$ cat src/rtl/hazard_fwd_ctrl_pkg.sv
// Shared definitions for the hazard/forwarding controller.
// Holds the stage record type, the register-file select code and the default availability points.
package hazard_fwd_ctrl_pkg;

  localparam int HFC_NREGS      = 8;
  localparam int HFC_RW         = $clog2(HFC_NREGS);
  localparam int FWD_REGFILE    = 0;
  localparam int ALU_AVAIL_DEF  = 2;
  localparam int LOAD_AVAIL_DEF = 3;

  typedef struct packed {
    logic              valid;
    logic              wr;
    logic              load;
    logic              mem;
    logic [HFC_RW-1:0] dst;
  } stage_rec_t;

endpackage

$ cat src/rtl/hazard_fwd_ctrl_src_match.sv
// Youngest-writer search for one decode source operand.
// Returns the forwarding stage, or flags the source as blocked when that writer's result is not yet available.
module hfc_src_match
  import hazard_fwd_ctrl_pkg::*;
#(
  parameter int DEPTH      = 3,
  parameter int ALU_AVAIL  = ALU_AVAIL_DEF,
  parameter int LOAD_AVAIL = LOAD_AVAIL_DEF,
  parameter int SELW       = $clog2(DEPTH + 1)
) (
  input  logic                   i_src_used,
  input  logic [HFC_RW-1:0]      i_src,
  input  stage_rec_t [DEPTH-1:0] i_recs,
  output logic [SELW-1:0]        o_sel,
  output logic                   o_blocked
);

  always_comb begin
    o_sel     = SELW'(FWD_REGFILE);
    o_blocked = 1'b0;
    // Walk oldest to youngest so the youngest matching writer decides the result.
    for (int k = DEPTH; k >= 1; k--) begin
      if (i_src_used && i_recs[k-1].valid && i_recs[k-1].wr && (i_recs[k-1].dst == i_src)) begin
        if (k >= (i_recs[k-1].load ? LOAD_AVAIL : ALU_AVAIL)) begin
          o_sel     = SELW'(k);
          o_blocked = 1'b0;
        end else begin
          o_sel     = SELW'(FWD_REGFILE);
          o_blocked = 1'b1;
        end
      end
    end
  end

endmodule

$ cat src/rtl/hazard_fwd_ctrl.sv
// Pipeline interlock controller: tracks DEPTH in-flight stage records and drives stall/bubble/hold/flush and forwarding selects.
// Optional HFC_PERF_EN adds 16-bit saturating perf counters for bubble, hold and flush.
module hazard_fwd_ctrl
  import hazard_fwd_ctrl_pkg::*;
#(
  parameter int DEPTH      = 3,
  parameter int NREGS      = HFC_NREGS,
  parameter int NSRC       = 2,
  parameter int ALU_AVAIL  = ALU_AVAIL_DEF,
  parameter int LOAD_AVAIL = LOAD_AVAIL_DEF,
  parameter int MEM_STAGE  = 2,
  parameter int RW         = $clog2(NREGS),
  parameter int SELW       = $clog2(DEPTH + 1)
) (
  input  logic                 clk,
  input  logic                 reset,
  input  logic                 id_valid,
  input  logic [NSRC*RW-1:0]   id_src,
  input  logic [NSRC-1:0]      id_src_used,
  input  logic [RW-1:0]        id_dst,
  input  logic                 id_wr,
  input  logic                 id_load,
  input  logic                 id_store,
  input  logic                 id_branch,
  input  logic                 branch_taken,
  input  logic                 mem_ready,
  output logic [NSRC*SELW-1:0] fwd_sel,
  output logic                 stall,
  output logic                 bubble,
  output logic                 hold,
  output logic                 flush,
  output logic [DEPTH-1:0]     stage_valid
`ifdef HFC_PERF_EN
  ,
  output logic [15:0]          perf_stall,
  output logic [15:0]          perf_hold,
  output logic [15:0]          perf_flush
`endif
);

  stage_rec_t [DEPTH-1:0] r_rec;
  stage_rec_t             w_dec;
  logic [NSRC-1:0]        w_blocked;
  logic                   w_hold;
  logic                   w_stall;

  always_comb begin
    w_dec       = '0;
    w_dec.valid = 1'b1;
    w_dec.wr    = id_wr;
    w_dec.load  = id_load;
    w_dec.mem   = id_load | id_store;
    w_dec.dst   = id_dst;
  end

  for (genvar g = 0; g < NSRC; g++) begin : g_src
    hfc_src_match #(
      .DEPTH      (DEPTH),
      .ALU_AVAIL  (ALU_AVAIL),
      .LOAD_AVAIL (LOAD_AVAIL),
      .SELW       (SELW)
    ) u_match (
      .i_src_used (id_src_used[g]),
      .i_src      (id_src[g*RW +: RW]),
      .i_recs     (r_rec),
      .o_sel      (fwd_sel[g*SELW +: SELW]),
      .o_blocked  (w_blocked[g])
    );
  end

  // Priority: memory hold over hazard stall over branch flush.
  assign w_hold  = r_rec[MEM_STAGE-1].valid & r_rec[MEM_STAGE-1].mem & ~mem_ready;
  assign w_stall = w_hold | (id_valid & (|w_blocked));
  assign hold    = w_hold;
  assign stall   = w_stall;
  assign bubble  = w_stall & ~w_hold;
  assign flush   = id_valid & id_branch & branch_taken & ~w_stall & ~reset;

  always_comb begin
    stage_valid = '0;
    for (int k = 0; k < DEPTH; k++) stage_valid[k] = r_rec[k].valid;
  end

  always_ff @(posedge clk or posedge reset) begin
    if (reset) begin
      r_rec <= '0;
    end else if (!w_hold) begin
      for (int k = DEPTH - 1; k >= 1; k--) r_rec[k] <= r_rec[k-1];
      r_rec[0] <= (id_valid && !w_stall) ? w_dec : '0;
    end
  end

`ifdef HFC_PERF_EN
  logic [15:0] r_perf_stall;
  logic [15:0] r_perf_hold;
  logic [15:0] r_perf_flush;

  function automatic logic [15:0] sat_inc(input logic [15:0] v);
    return (v == 16'hFFFF) ? v : v + 16'd1;
  endfunction

  always_ff @(posedge clk or posedge reset) begin
    if (reset) begin
      r_perf_stall <= '0;
      r_perf_hold  <= '0;
      r_perf_flush <= '0;
    end else begin
      if (bubble) r_perf_stall <= sat_inc(r_perf_stall);
      if (hold)   r_perf_hold  <= sat_inc(r_perf_hold);
      if (flush)  r_perf_flush <= sat_inc(r_perf_flush);
    end
  end

  assign perf_stall = r_perf_stall;
  assign perf_hold  = r_perf_hold;
  assign perf_flush = r_perf_flush;
`endif

endmodule

$ cat config.mk
export PLATFORM = sky130hd
export DESIGN_NAME = hazard_fwd_ctrl
export DESIGN_NICKNAME = d
export VERILOG_FILES = /design/src/rtl/hazard_fwd_ctrl_pkg.sv /design/src/rtl/hazard_fwd_ctrl_src_match.sv /design/src/rtl/hazard_fwd_ctrl.sv
export SDC_FILE = /design/constraint.sdc
export NUM_CORES = 1
export LEC_CHECK = 0
export CAP_MARGIN = 15
export CORE_MARGIN = 2
export CORE_UTILIZATION = 54
export CTS_BUF_LIST = sky130_fd_sc_hd__clkbuf_2 sky130_fd_sc_hd__clkbuf_4 sky130_fd_sc_hd__clkbuf_8
export CTS_CLUSTER_SIZE = 24
export DETAILED_ROUTE_END_ITERATION = 12
export PLACE_DENSITY = 0.86
export SLEW_MARGIN = 30
export SYNTH_ARGS = -nofsm -noshare
export SYNTH_HDL_FRONTEND = slang
export SYNTH_HIERARCHICAL = 1
export SYNTH_SLANG_ARGS = --single-unit
$ cat constraint.sdc
create_clock -name clk -period 2.6 [get_ports clk]
set_input_delay 0.26 -clock clk [delete_from_list [all_inputs] [get_ports clk]]
set_output_delay 0.26 -clock clk [all_outputs]
set_load 0.01 [all_outputs]
; ---- Word level (Yosys, flattened, before mapping)
; Cells that the tools add are included.
[word_totals]
inputBits = 20
out_inout_bits = 11
reg_bits = 20
[classes]
mux = 22
eq_ne = 6
order_cmp = 3
n_bitwise = 14
reduce_logical = 21
[ops]
columns = cell, n
row1 = "3-bit by 32-bit >= comparator with 1-bit output, first input constant", 2
row2 = "2-bit by 32-bit >= comparator with 1-bit output, first input constant", 1
row3 = 1-bit logical AND, 19
row4 = 3-bit == test, 6
row5 = 2-bit 2-to-1 mux, 8
row6 = 1-bit 2-to-1 mux, 13
row7 = 1-bit bitwise AND, 8
row8 = 7-bit 2-to-1 mux, 1
row9 = 1-bit NOT, 4
row10 = 1-bit OR, 2
row11 = 2-bit OR reduction, 1
row12 = 1-bit zero test, 1

; ---- Longest topological paths before layout
; Gate-level depths: netlist (run 1).
[logic_depth]
word_depth = 12
ltp_mapped = 6
ltp_nobuf = 5

; ---- Hierarchy
; Netlist (run 1), hierarchy kept.
[modules_own_cells]
columns = module, instances, area_each_um2, cells_per_inst
row1 = hazard_fwd_ctrl, 1, 930.9, 73
row2 = hfc_src_match, 2, 145.1, 19

; ---- Least setup slack after synthesis (run 1)
; OpenSTA, ideal clock, no wires.
[synth_timing]
path_type = register -> output
from = reg r_rec[9] (netlist name)
to = out flush
slack_ns = 0.738
path_stages_with_launch = 7
path_buffers = 1
t_arrival_ns = 1.602
cell_sequence = dfrtp_1 -> xor2_1 -> nor4_1 -> a21o_1 -> or3b_1 -> buf_2 -> nor4_2
[synth_via]
elab_chain_len = 10
[synth_lines]
columns = item, line
row1 = start: declaration, hazard_fwd_ctrl.sv:41  ; stage_rec_t [DEPTH-1:0] r_rec;
row2 = 3-bit == test, hazard_fwd_ctrl_src_match.sv:23  ; if (i_src_used && i_recs[k-1].valid && i_recs[k-1].wr && (i_recs[k-1].dst == i_src)) begin
row3 = 1-bit logical AND, hazard_fwd_ctrl_src_match.sv:23
row4 = 1-bit 2-to-1 mux (2 in series), hazard_fwd_ctrl_src_match.sv:23
row5 = named net w_blocked[1], hazard_fwd_ctrl.sv:43  ; logic [NSRC-1:0] w_blocked;
row6 = 2-bit OR reduction, hazard_fwd_ctrl.sv:73  ; assign w_stall = w_hold | (id_valid & (|w_blocked));
row7 = 1-bit bitwise AND, hazard_fwd_ctrl.sv:73
row8 = 1-bit OR, hazard_fwd_ctrl.sv:73
row9 = 1-bit NOT, hazard_fwd_ctrl.sv:77  ; assign flush = id_valid & id_branch & branch_taken & ~w_stall & ~reset;
row10 = 1-bit bitwise AND (2 in series), hazard_fwd_ctrl.sv:77
row11 = end: declaration, hazard_fwd_ctrl.sv:31  ; output logic flush,
; The timed path passes the listed nets, and every way through them passes these cells.

; ---- Worst setup path in the final report (run 1)
[layout_timing]
from = reg r_rec[0] (netlist name)
to = out stall
[layout_via]
elab_chain_len = 6
[layout_lines]
columns = item, line
row1 = 3-bit == test, hazard_fwd_ctrl_src_match.sv:23
row2 = 1-bit logical AND, hazard_fwd_ctrl_src_match.sv:23
row3 = 1-bit 2-to-1 mux, hazard_fwd_ctrl_src_match.sv:23
row4 = named net w_blocked[1], hazard_fwd_ctrl.sv:43
row5 = 2-bit OR reduction, hazard_fwd_ctrl.sv:73
row6 = 1-bit bitwise AND, hazard_fwd_ctrl.sv:73
row7 = 1-bit OR, hazard_fwd_ctrl.sv:73
row8 = end: declaration, hazard_fwd_ctrl.sv:28  ; output logic stall,
; The timed path passes the listed nets, and every way through them passes these cells.

==> impl_summary.md, run 1 <==
Routing
The via count normalized by instance count is ~5.7. After detailed routing, the total wire length is between 2000 and 3000 µm. The remaining routing DRC violations is 0.

For this run, the detailed router's first-pass iteration total came to 4. The number of DRC violations after detailed-routing iteration 0 is 5. The average routed wire per standard cell is 15.5 µm.

Across all layers, the routed design uses 952 vias. The post-route antenna net violation count is 0.

Place
OpenSTA, run right after detailed placement, puts the worst setup slack at -0.142 ns. After detailed placement, the total cell area comes to 1490 µm². At the end of routability-driven placement, the weighted congestion stood at roughly 0.9. The placed wire-length estimate is around 1900 µm. In this run the tool buffered the top-level ports with 30 buffer cells.

Final layout
The area growth from synthesis to layout is 32.8%. The fraction of final layout cells sized beyond drive strength 1 is a little over a fifth. In the final design database the tool counted 162 nets.

The number of antenna diodes in the final layout is 0. Cells fill about 77% of the core in the end. The top cell types in the final layout, fill and taps aside, are sky130_fd_sc_hd__clkdlybuf4s50_1 (19), sky130_fd_sc_hd__dfrtp_1 (19), sky130_fd_sc_hd__xor2_1 (16).

The final instance area is approximately 1500 µm².

Worst setup path
Counting both buffers and inverters, the worst setup path holds a total of 1. Grouping stages by cell kind, the critical path spends the most delay in buffers and inverters. For flop-to-flop paths, the worst setup slack is about 0.74 ns. The worst setup path category is reg -> out.

The largest single stage delay on the critical path is between 0.5 and 0.6 ns. Traced cell by cell, the critical path runs through xor2_1, nor4_1, a21o_1, o21ai_0, nand2_1, clkdlybuf4s50_1. The type of destination of the critical path is an output port. The worst-path maximum fanout is 4. STA classifies the critical path startpoint as a flop. The cell at the slowest stage of the critical path is sky130_fd_sc_hd__clkdlybuf4s50_1.

The critical path arrival is between 2 and 2.5 ns. For the worst setup path, the data required time is about 2.3 ns.

Status
The run finished with clean final reports.

Synth
The area of the mapped netlist is 1150 µm². The number of standard cells after synthesis is roughly 110. The total nets after synthesis is 127. The synthesized area divided by synthesized cell count is approximately 11 µm². The Yosys warning count is 6.

Pwr
The peak ir drop on the vdd network is roughly 0.00038 V. The post-layout total power is ~0.74 mW. The power density over cell area is roughly 480 nW/µm². For this design the static power due to leakage is around 0.78 nW.

Floorplan
The number of top-level pins is 31. The floorplan row count is 16. After floorplanning, the core was sized to cover between 1500 and 2000 µm².

The initial core utilization is approximately three fifths. The die area is 2520 µm². The overall die height is about 50 µm.

The horizontal die dimension is about 50 µm.

Clock tree
The number of clock sinks is 19. The clock reaches the later pin of the worst-skew pair after approximately 0.3 ns. Hold repair after CTS inserted 0 buffers. The clock passes through at most 2 buffers. The CTS clock-pin slew for the worst setup and hold paths is ~0.11 ns. TritonCTS built the clock tree. The maximum level of the CTS H-tree is 1. The post-CTS repair timing setup buffer count is 0. The number of cells upsized or downsized after cts is 8. In this run, CTS created clock tree buffers numbering 3. The cell at the root of the clock tree is sky130_fd_sc_hd__clkbuf_4.

STA
At the pin with the least slew margin, the transition time is 0.731 ns. Measured against its own limit, the worst slew margin works out to between 50% and 60%. Of the available clock period, the critical path in the final layout requires a little over nine tenths. The hold violation count in the final report is 0. Once routing completed, OpenROAD measured the worst setup slack at slightly below 0.1 ns. The maximum achievable frequency is 400 MHz. The setup-violating endpoint count in the final report is 0. The final critical path time including I/O delays and setup is around 2.5 ns. The final number of max-transition violations is 0. Clock skew on the completed layout was measured at between 0.009 and 0.01 ns.

GRT
The number of antenna violations at the first check in global routing was 0. The overall global routing resource usage is between 20% and 30%. Entering global routing, the biggest net connects 20 pins. Summed over all layers, the global routing overflow is 0.

The first global-routing pass estimated approximately 4200 µm of wire. The number of global-route vias before repair is ~1,000.

Worst hold path
The type of the worst min-delay path is in -> async.

Run
Across the run, the number of max-cap violations was 0.
power breakdown:
group	internal [mW]	switching, mW
clock	0.0573	0.0920
combinational	0.110	0.0919
sequential	0.334	0.0506
total	0.501	0.234
worst reg2reg max path, delay by kind of cell (launching register included):
| family | cells | cell delay (ns) |
|---|---|---|
| AND/OR/NAND/NOR | 2 | 0.50 |
| buffers and inverters | 1 | 0.19 |
| XOR/XNOR | 1 | 0.25 |
| flip-flops | 1 | 0.43 |
| AO/OA/AOI/OAI | 2 | 0.41 |
through the flow:
step / hold WS (ns) / std cells / TNS (ns)
final: 0.423 / 168 / 0
after global placement: 0.440 / 164 / -0.304
after CTS: 0.446 / 168 / 0
after global routing: 0.471 / 168 / -0.0833
after floorplan: 0.211 / 107 / 0
after detailed placement: 0.462 / 164 / -0.397
final timing paths:
check | from | end | cells after the start
max | r_rec[0] | stall | 6
min | reset | stage_valid[1] | 2
max reg2reg | r_rec[9] | r_rec[3] | 6
min reg2reg | r_rec[3] | r_rec[10] | 1
max in group asynchronous | reset | r_rec[4] | 2
min in group clk | r_rec[3] | r_rec[10] | 1
flip-flops by register name, indices dropped and copies added, names as in the netlist:
| signal | cells |
|---|---|
| r_rec | 16 |
| stage_valid | 3 |
cell type report:
cell class | instances | area (µm²)
tap | 27 | 33.8
clock buffer | 3 | 22.5
timing repair buffer | 37 | 350
multi-input combinational | 72 | 603
sequential | 19 | 475
clock inverter | 1 | 5.00
fill | 133 | 453
inverter | 9 | 38.8
per-layer routing:
layer | vias to the layer above | routed length [µm] | track usage [%]
met1 | 470 | 1110 | 25.5
met4 | 0 | 21 | 10.6
li1 | 443 | - | -
met5 | - | 0 | 0
met2 | 37 | 1350 | 39.5
met3 | 2 | 127 | 4.17
(Power assumes the default switching activity.)
==> inputs of run 2 (changes only) <==
--- a/config.mk
+++ b/config.mk
@@ -6,7 +6,7 @@
 export NUM_CORES = 1
 export LEC_CHECK = 0
 export CAP_MARGIN = 15
-export CORE_MARGIN = 2
+export CORE_MARGIN = 10
 export CORE_UTILIZATION = 54
 export CTS_BUF_LIST = sky130_fd_sc_hd__clkbuf_2 sky130_fd_sc_hd__clkbuf_4 sky130_fd_sc_hd__clkbuf_8
 export CTS_CLUSTER_SIZE = 24
==> run 2 against run 1 <==
Effect of this change:
- clock-buffer cell count is 1 higher
- clock skew shrank 0.0055 ns
- critical path depth is 1 higher
- flip-flop and latch count is the same
- non-clock buffer count grew 4
- design area up 5.0%
- utilization increased by 3.0 points
- clock power up 9%
- critical path type is now in -> out
==> impl_summary.md, run 2 (synthesis results as in run 1) <==
Clock tree
The cell sitting at the root of the clock tree is a sky130_fd_sc_hd__clkbuf_4. The clock insertion delay at the later pin of the skew report is 0.30 ns (about the same). The cts-stage hold buffer count was 0 (unchanged).

The maximum level of the CTS H-tree came to 1 (unchanged). The number of buffers inserted during clock tree synthesis is 3 (unchanged). The maximum count of clock buffers along a single path is 2 (unchanged).

TritonCTS built the clock tree. The CTS clock-pin slew for the worst setup and hold paths is 0.10 ns (about the same). The number of clock sinks was 19 (unchanged).

Worst setup path
In this run the critical register-to-register path is captured at r_rec[3]. The critical path data required time is 2.34 ns (about the same). The critical path arrival was 2.24 ns (about the same). The critical path starts at id_src[1]. The sort of element at the start of the critical path is an input pin.

The number of cells traversed by the worst register-to-register path is 6 (unchanged). The minimum setup slack among reg-to-reg paths came to 0.67 ns (-0.07 ns). The critical register-to-register path startpoint is r_rec[0].

The worst-path maximum fanout is 3 (-1). STA classifies the critical path endpoint as an output port. The worst setup path is of the in -> out kind.

Floorplan
The floorplan row count is 16 (unchanged). The area of the core region is 2000 µm² (+1.0%). The number of top-level pins is 31 (unchanged). The initial core utilization is 57.5% (-0.58 points). The overall die height is 66.2 µm (+32%). The horizontal die dimension came to 66.2 µm (+32%). The die area is 4380 µm² (+74%).

Place
The placed wire-length estimate is 2390 µm (+25%). The total placed instance area is 1520 µm² (+2.0%). The placer's final routability congestion estimate is 0.830 (-6.4%). The count of input and output buffers came to 30 (unchanged).

GRT
The overall global routing resource usage was 14.9% (-7.4 points). The number of antenna violations at the first check in global routing came to 0 (unchanged). The global-route wire length before repair is 5000 µm (+18%). The number of global-route vias before repair was 1,016 (+0.49%).

The pin count of the biggest net entering global routing is 20 (unchanged). The residual overflow from global routing is 0 (unchanged).

STA
The final critical path time including I/O delays and setup is 2.50 ns (-0.000938 ns). The hold violation count in the final report was 0 (unchanged). The minimum hold slack is 0.414 ns (-0.00890 ns). The max-slew headroom at the worst pin is 51.0% (-0.27 points).

The maximum achievable frequency was 400 MHz (about the same). The final number of max-transition violations was 0 (unchanged). The post-route fraction of the period consumed by the critical path is 96.2% (about the same). The pin slew with the least headroom to its limit is 0.735 ns (+0.00409 ns).

The sum of negative setup slack is 0 ns (unchanged). The setup-violating endpoint count in the final report was 0 (unchanged). The clock skew was 0.00382 ns (-0.00554 ns).

Worst hold path
In this run the worst hold path is classified as in -> async.

Routing
The count of TritonRoute iterations in the first routing pass is 4 (unchanged). The number of DRC violations after detailed-routing iteration 0 came to 44 (+39). The via count normalized by instance count is 5.49 (-3.0%). The total via count in the routed design was 945 (-0.74%). The remaining routing DRC violations came to 0 (unchanged). The average routed wire per standard cell is 18.2 µm (+17%).

The total wire length is 3130 µm (+20%). The post-route antenna net violation count is 0 (unchanged).

Run
The reported max-cap violation count is 0 (unchanged).

Final layout
The final instance area was 1610 µm² (+5.0%). Compared with the post-synthesis result, the final layout area differs by 39.5%. The number of antenna diodes was 0 (unchanged). The number of nets at the end of the flow is 166 (+2.5%). Leaving out fill and tap cells, the most frequent cells in the layout are sky130_fd_sc_hd__clkdlybuf4s50_1 (18), sky130_fd_sc_hd__dfrtp_1 (18), sky130_fd_sc_hd__xor2_1 (12).

The register with the most flip-flops is r_rec. The flip-flop count of the largest register after layout is 16 (unchanged). The fraction of final layout cells sized beyond drive strength 1 is 27.6% (+6.3 points). The number of filler cells placed in the layout is 130 (-2.3%).

Pwr
The post-layout total power came to 0.768 mW (+4.3%). The standby leakage power is 0.822 nW (+5.1%). The peak ir drop on the vdd network came to 0.000406 V (+7.4%). The power density over cell area is 478 nW/µm² (-0.62%).

Status
The flow ran to the end, and the final reports show no timing, DRC or antenna violations.
## run 2: report_power, final
part | switching (mW) | leakage, nW | internal (mW) | total [mW]
logic | 0.0985 | 0.564 | 0.118 | 0.216
registers | 0.0553 | 0.239 | 0.335 | 0.390
clock network | 0.0911 | 0.0184 | 0.0704 | 0.162
total | 0.245 | 0.822 | 0.523 | 0.768
## run 2: per-stage QoR
stage,instances,util [%],worst slack [ns]
6_report,172,80.2,0.100
5_1_grt,172,80.2,-0.0349
4_1_cts,172,77.8,0.0530
3_5_place_dp,168,75.7,-0.229
3_3_place_gp,168,75.7,-0.152
2_1_floorplan,107,-,0.738
## run 2: worst max-delay path by stage
stage / endpoint / cells past startpoint
after global placement: flush / 7
after CTS: bubble / 6
after global routing: flush / 6
after floorplan: flush / 6
after detailed placement: flush / 7
final: flush / 7
## run 2: layout make-up
cell class              count  area [µm²]  area share, %
clock buffers               4        30.0           1.87
inverters                   9        38.8           2.42
multi-input cells          72         639           39.8
well taps                  27        33.8           2.10
repair buffers             41         387           24.1
flip-flops and latches     19         477           29.7
## run 2: what timing repair did
action,in CTS,in global routing
pin swaps,3,2
resized for setup,10,11
setup buffers,0,0
setup endpoints to repair,7,3
## run 2: worst max-delay path, cell delays in order
cell,delay (ns)
sky130_fd_sc_hd__clkdlybuf4s50_1,0.55
sky130_fd_sc_hd__xor2_1,0.23
sky130_fd_sc_hd__nor4_2,0.08
sky130_fd_sc_hd__a21o_1,0.19
sky130_fd_sc_hd__or3b_1,0.41
sky130_fd_sc_hd__nor4_2,0.22
sky130_fd_sc_hd__dlygate4sd2_1,0.30
## run 2: metal layers
layer	share of wire [%]	wire length (µm)	GRT usage, %
met5	0	0	0
met4	2.3	73	7.33
met1	43	1350	16.9
met3	5.8	183	4.24
met2	49	1530	24.8
==> inputs of run 3 (changes only) <==
--- a/config.mk
+++ b/config.mk
@@ -11,7 +11,7 @@
 export CTS_BUF_LIST = sky130_fd_sc_hd__clkbuf_2 sky130_fd_sc_hd__clkbuf_4 sky130_fd_sc_hd__clkbuf_8
 export CTS_CLUSTER_SIZE = 24
 export DETAILED_ROUTE_END_ITERATION = 12
-export PLACE_DENSITY = 0.86
+export PLACE_DENSITY = 0.87
 export SLEW_MARGIN = 30
 export SYNTH_ARGS = -nofsm -noshare
 export SYNTH_HDL_FRONTEND = slang
==> run 3 against run 2 <==
Effect of this change:
- hold slack got worse by 0.0060 ns
- clock-buffer cell count did not move
- clock skew increased by 0.0040 ns
- critical path depth stayed put
- utilization is 1.4 points lower
- design area shrank 1.7%
- die area unchanged
- power is 1.3% lower
- flip-flop and latch count did not move
- critical path type unchanged
==> impl_summary.md, run 3 (synthesis results as in run 1) <==
Clock tree
The cts-stage hold buffer count is 0 (unchanged). The number of clock sinks is 19 (unchanged). The clock tree from TritonCTS is yes.

Clock tree synthesis selected as its root buffer the cell sky130_fd_sc_hd__clkbuf_4. The maximum count of clock buffers along a single path was 2 (unchanged). The maximum level of the CTS H-tree is 1 (unchanged).

The CTS clock-pin slew for the worst setup and hold paths came to 0.10 ns (about the same). The number of buffers inserted during clock tree synthesis is 3 (unchanged). The clock insertion delay at the later pin of the skew report is 0.30 ns (about the same).

STA
The hold violation count in the final report is 0 (unchanged). The post-route fraction of the period consumed by the critical path was 95.2% (-0.99 points). The final critical path time including I/O delays and setup is 2.47 ns (-0.0258 ns). The sum of negative setup slack is 0 ns (unchanged).

The max-slew headroom at the worst pin is 52.8% (+1.8 points). The setup-violating endpoint count in the final report was 0 (unchanged). The post-route worst setup slack came to 0.126 ns (+0.0258 ns). The final number of max-transition violations is 0 (unchanged). The maximum achievable frequency came to 404 MHz (+1.0%). The clock skew came to 0.00783 ns (+0.00401 ns).

The pin slew with the least headroom to its limit is 0.707 ns (-0.0273 ns).

Final layout
The flip-flop count of the largest register after layout is 16 (unchanged). Counting flops per register, the top entry is r_rec. The most frequent standard cell in the layout excluding fill and tap cells is sky130_fd_sc_hd__clkdlybuf4s50_1. The share of the core filled with cells in the final layout is 78.8% (-1.4 points). The number of antenna diodes is 0 (unchanged). The number of nets at the end of the flow was 167 (+0.60%). The area growth from synthesis to layout is 37.1%. The number of cells in the finished layout apart from fillers is 173 (+0.58%). The fraction of final layout cells sized beyond drive strength 1 is 26.0% (-1.6 points). In the layout the commonest cells are sky130_fd_sc_hd__clkdlybuf4s50_1 (20), sky130_fd_sc_hd__dfrtp_1 (18), sky130_fd_sc_hd__xor2_1 (15). The number of filler cells placed in the layout came to 132 (+1.5%).

Routing
The total wire length is 2850 µm (-8.8%). The average routed wire per standard cell is 16.5 µm (-9.3%). The number of DRC violations after detailed-routing iteration 0 is 51 (+16%). The count of TritonRoute iterations in the first routing pass is 4 (unchanged). The remaining routing DRC violations is 0 (unchanged). The post-route antenna net violation count is 0 (unchanged). The via count normalized by instance count is 5.63 (+2.5%). The total via count in the routed design was 974 (+3.1%).

GRT
The number of antenna violations at the first check in global routing is 0 (unchanged). met2 is the most crowded layer. The pin count of the biggest net entering global routing was 20 (unchanged).

The residual overflow from global routing is 0 (unchanged). The global routing met1 resource utilization is 16.2% (-0.69 points). The met2 demand-to-capacity share in global routing is 21.2% (-3.6 points). The number of global-route vias before repair came to 979 (-3.6%). The global routing met3 resource utilization is 4.07% (-0.17 points). The global-route wire length before repair is 4620 µm (-7.7%).

The overall global routing resource usage is 13.5% (-1.3 points).

Worst setup path
The worst setup path category is in -> out. The sort of element at the start of the critical path is an input pin. The type of destination of the critical path is an output port.

The worst-path maximum fanout is 3 (unchanged). The critical path arrival is 2.21 ns (-0.03 ns). The critical path data required time is 2.34 ns (about the same).

Floorplan
The horizontal die dimension came to 66.2 µm (unchanged). The floorplan row count is 16 (unchanged). The die area is 4380 µm² (unchanged). The area of the core region is 2000 µm² (unchanged).

The initial core utilization is 57.5% (unchanged). The overall die height was 66.2 µm (unchanged). The number of top-level pins was 31 (unchanged).

Place
The setup slack at placement came to -0.138 ns (+0.0913 ns). The count of input and output buffers was 30 (unchanged). The placed wire-length estimate is 2130 µm (-11%).

The placer's final routability congestion estimate is 0.903 (+8.9%). The placed cell count came to 167 (-0.60%).

Pwr
The relative contribution of combinational cells to total power is 28.6% (+0.4 points). The power density over cell area was 480 nW/µm² (+0.42%). The share of total power in the clock network is 20.7% (-0.3 points). The share of total power consumed by net switching was 30.9% (-1.0 points). The peak ir drop on the vdd network is 0.000381 V (-6.3%).

The net switching power is 0.234 mW (-4.5%). The internal power contribution is 0.524 mW (+0.18%). The standby leakage power was 0.778 nW (-5.3%). The part of the total power dissipated in sequential elements came to 50.7% (about the same). The post-layout total power was 0.758 mW (-1.3%).

Run
The reported max-cap violation count is 0 (unchanged).

Status
The run finished with clean final reports.

Worst hold path
The type of the worst min-delay path is in -> async.
## run 3: layout make-up
type / instances / area (µm²) / area share [%]
Timing Repair Buffer: 42 / 382 / 24.2
Tap cell: 27 / 33.8 / 2.14
Multi-Input combinational cell: 72 / 617 / 39.1
Sequential cell: 19 / 477 / 30.2
Inverter: 9 / 38.8 / 2.46
Clock buffer: 4 / 30.0 / 1.90
## run 3: what timing repair did
item / 4_1_cts / 5_1_grt
gates resized for setup: 9 / 7
endpoints found under the setup margin: 5 / 3
pin swaps: 0 / 3
gates cloned: 0 / 0
buffers inserted: 1 / 1
## run 3: power groups by stage
stage	registers [mW]	clock network, mW	logic, mW
after floorplan	0.370	0	0.136
after global placement	0.386	0	0.199
after detailed placement	0.389	0	0.204
after CTS	0.382	0.165	0.205
after global routing	0.389	0.179	0.236
final	0.384	0.157	0.217
## run 3: final timing paths
check                           from        end  slack [ns]  depth (start not counted)
setup / recovery           id_src[5]      flush        0.13                          7
min in group clk            r_rec[3]  r_rec[10]        0.49                          1
hold reg to reg             r_rec[3]  r_rec[10]        0.49                          1
hold / removal                 reset   r_rec[3]        0.41                          2
setup reg to reg            r_rec[8]   r_rec[3]        0.69                          7
max in group asynchronous      reset   r_rec[0]        1.69                          2
## run 3: critical path: stages
cell and delay (ns):
sky130_fd_sc_hd__clkdlybuf4s50_1 0.54, sky130_fd_sc_hd__xor2_1 0.23, sky130_fd_sc_hd__nor4_2 0.09, sky130_fd_sc_hd__a21o_1 0.16, sky130_fd_sc_hd__or3b_1 0.42, sky130_fd_sc_hd__nor4_2 0.22, sky130_fd_sc_hd__dlygate4sd2_1 0.30
## run 3: layer usage
layer,wire length [µm],up-vias
met5,0,-
met4,81,0
met3,163,9
met2,1290,39
met1,1320,471
li1,-,455
## run 3: stage by stage
step / cell area, µm² / hold slack (ns)
global placement: 1510 / 0.437
floorplan: 1150 / 0.211
finish: 1580 / 0.408
detailed placement: 1510 / 0.470
global route: 1580 / 0.475
CTS: 1530 / 0.428
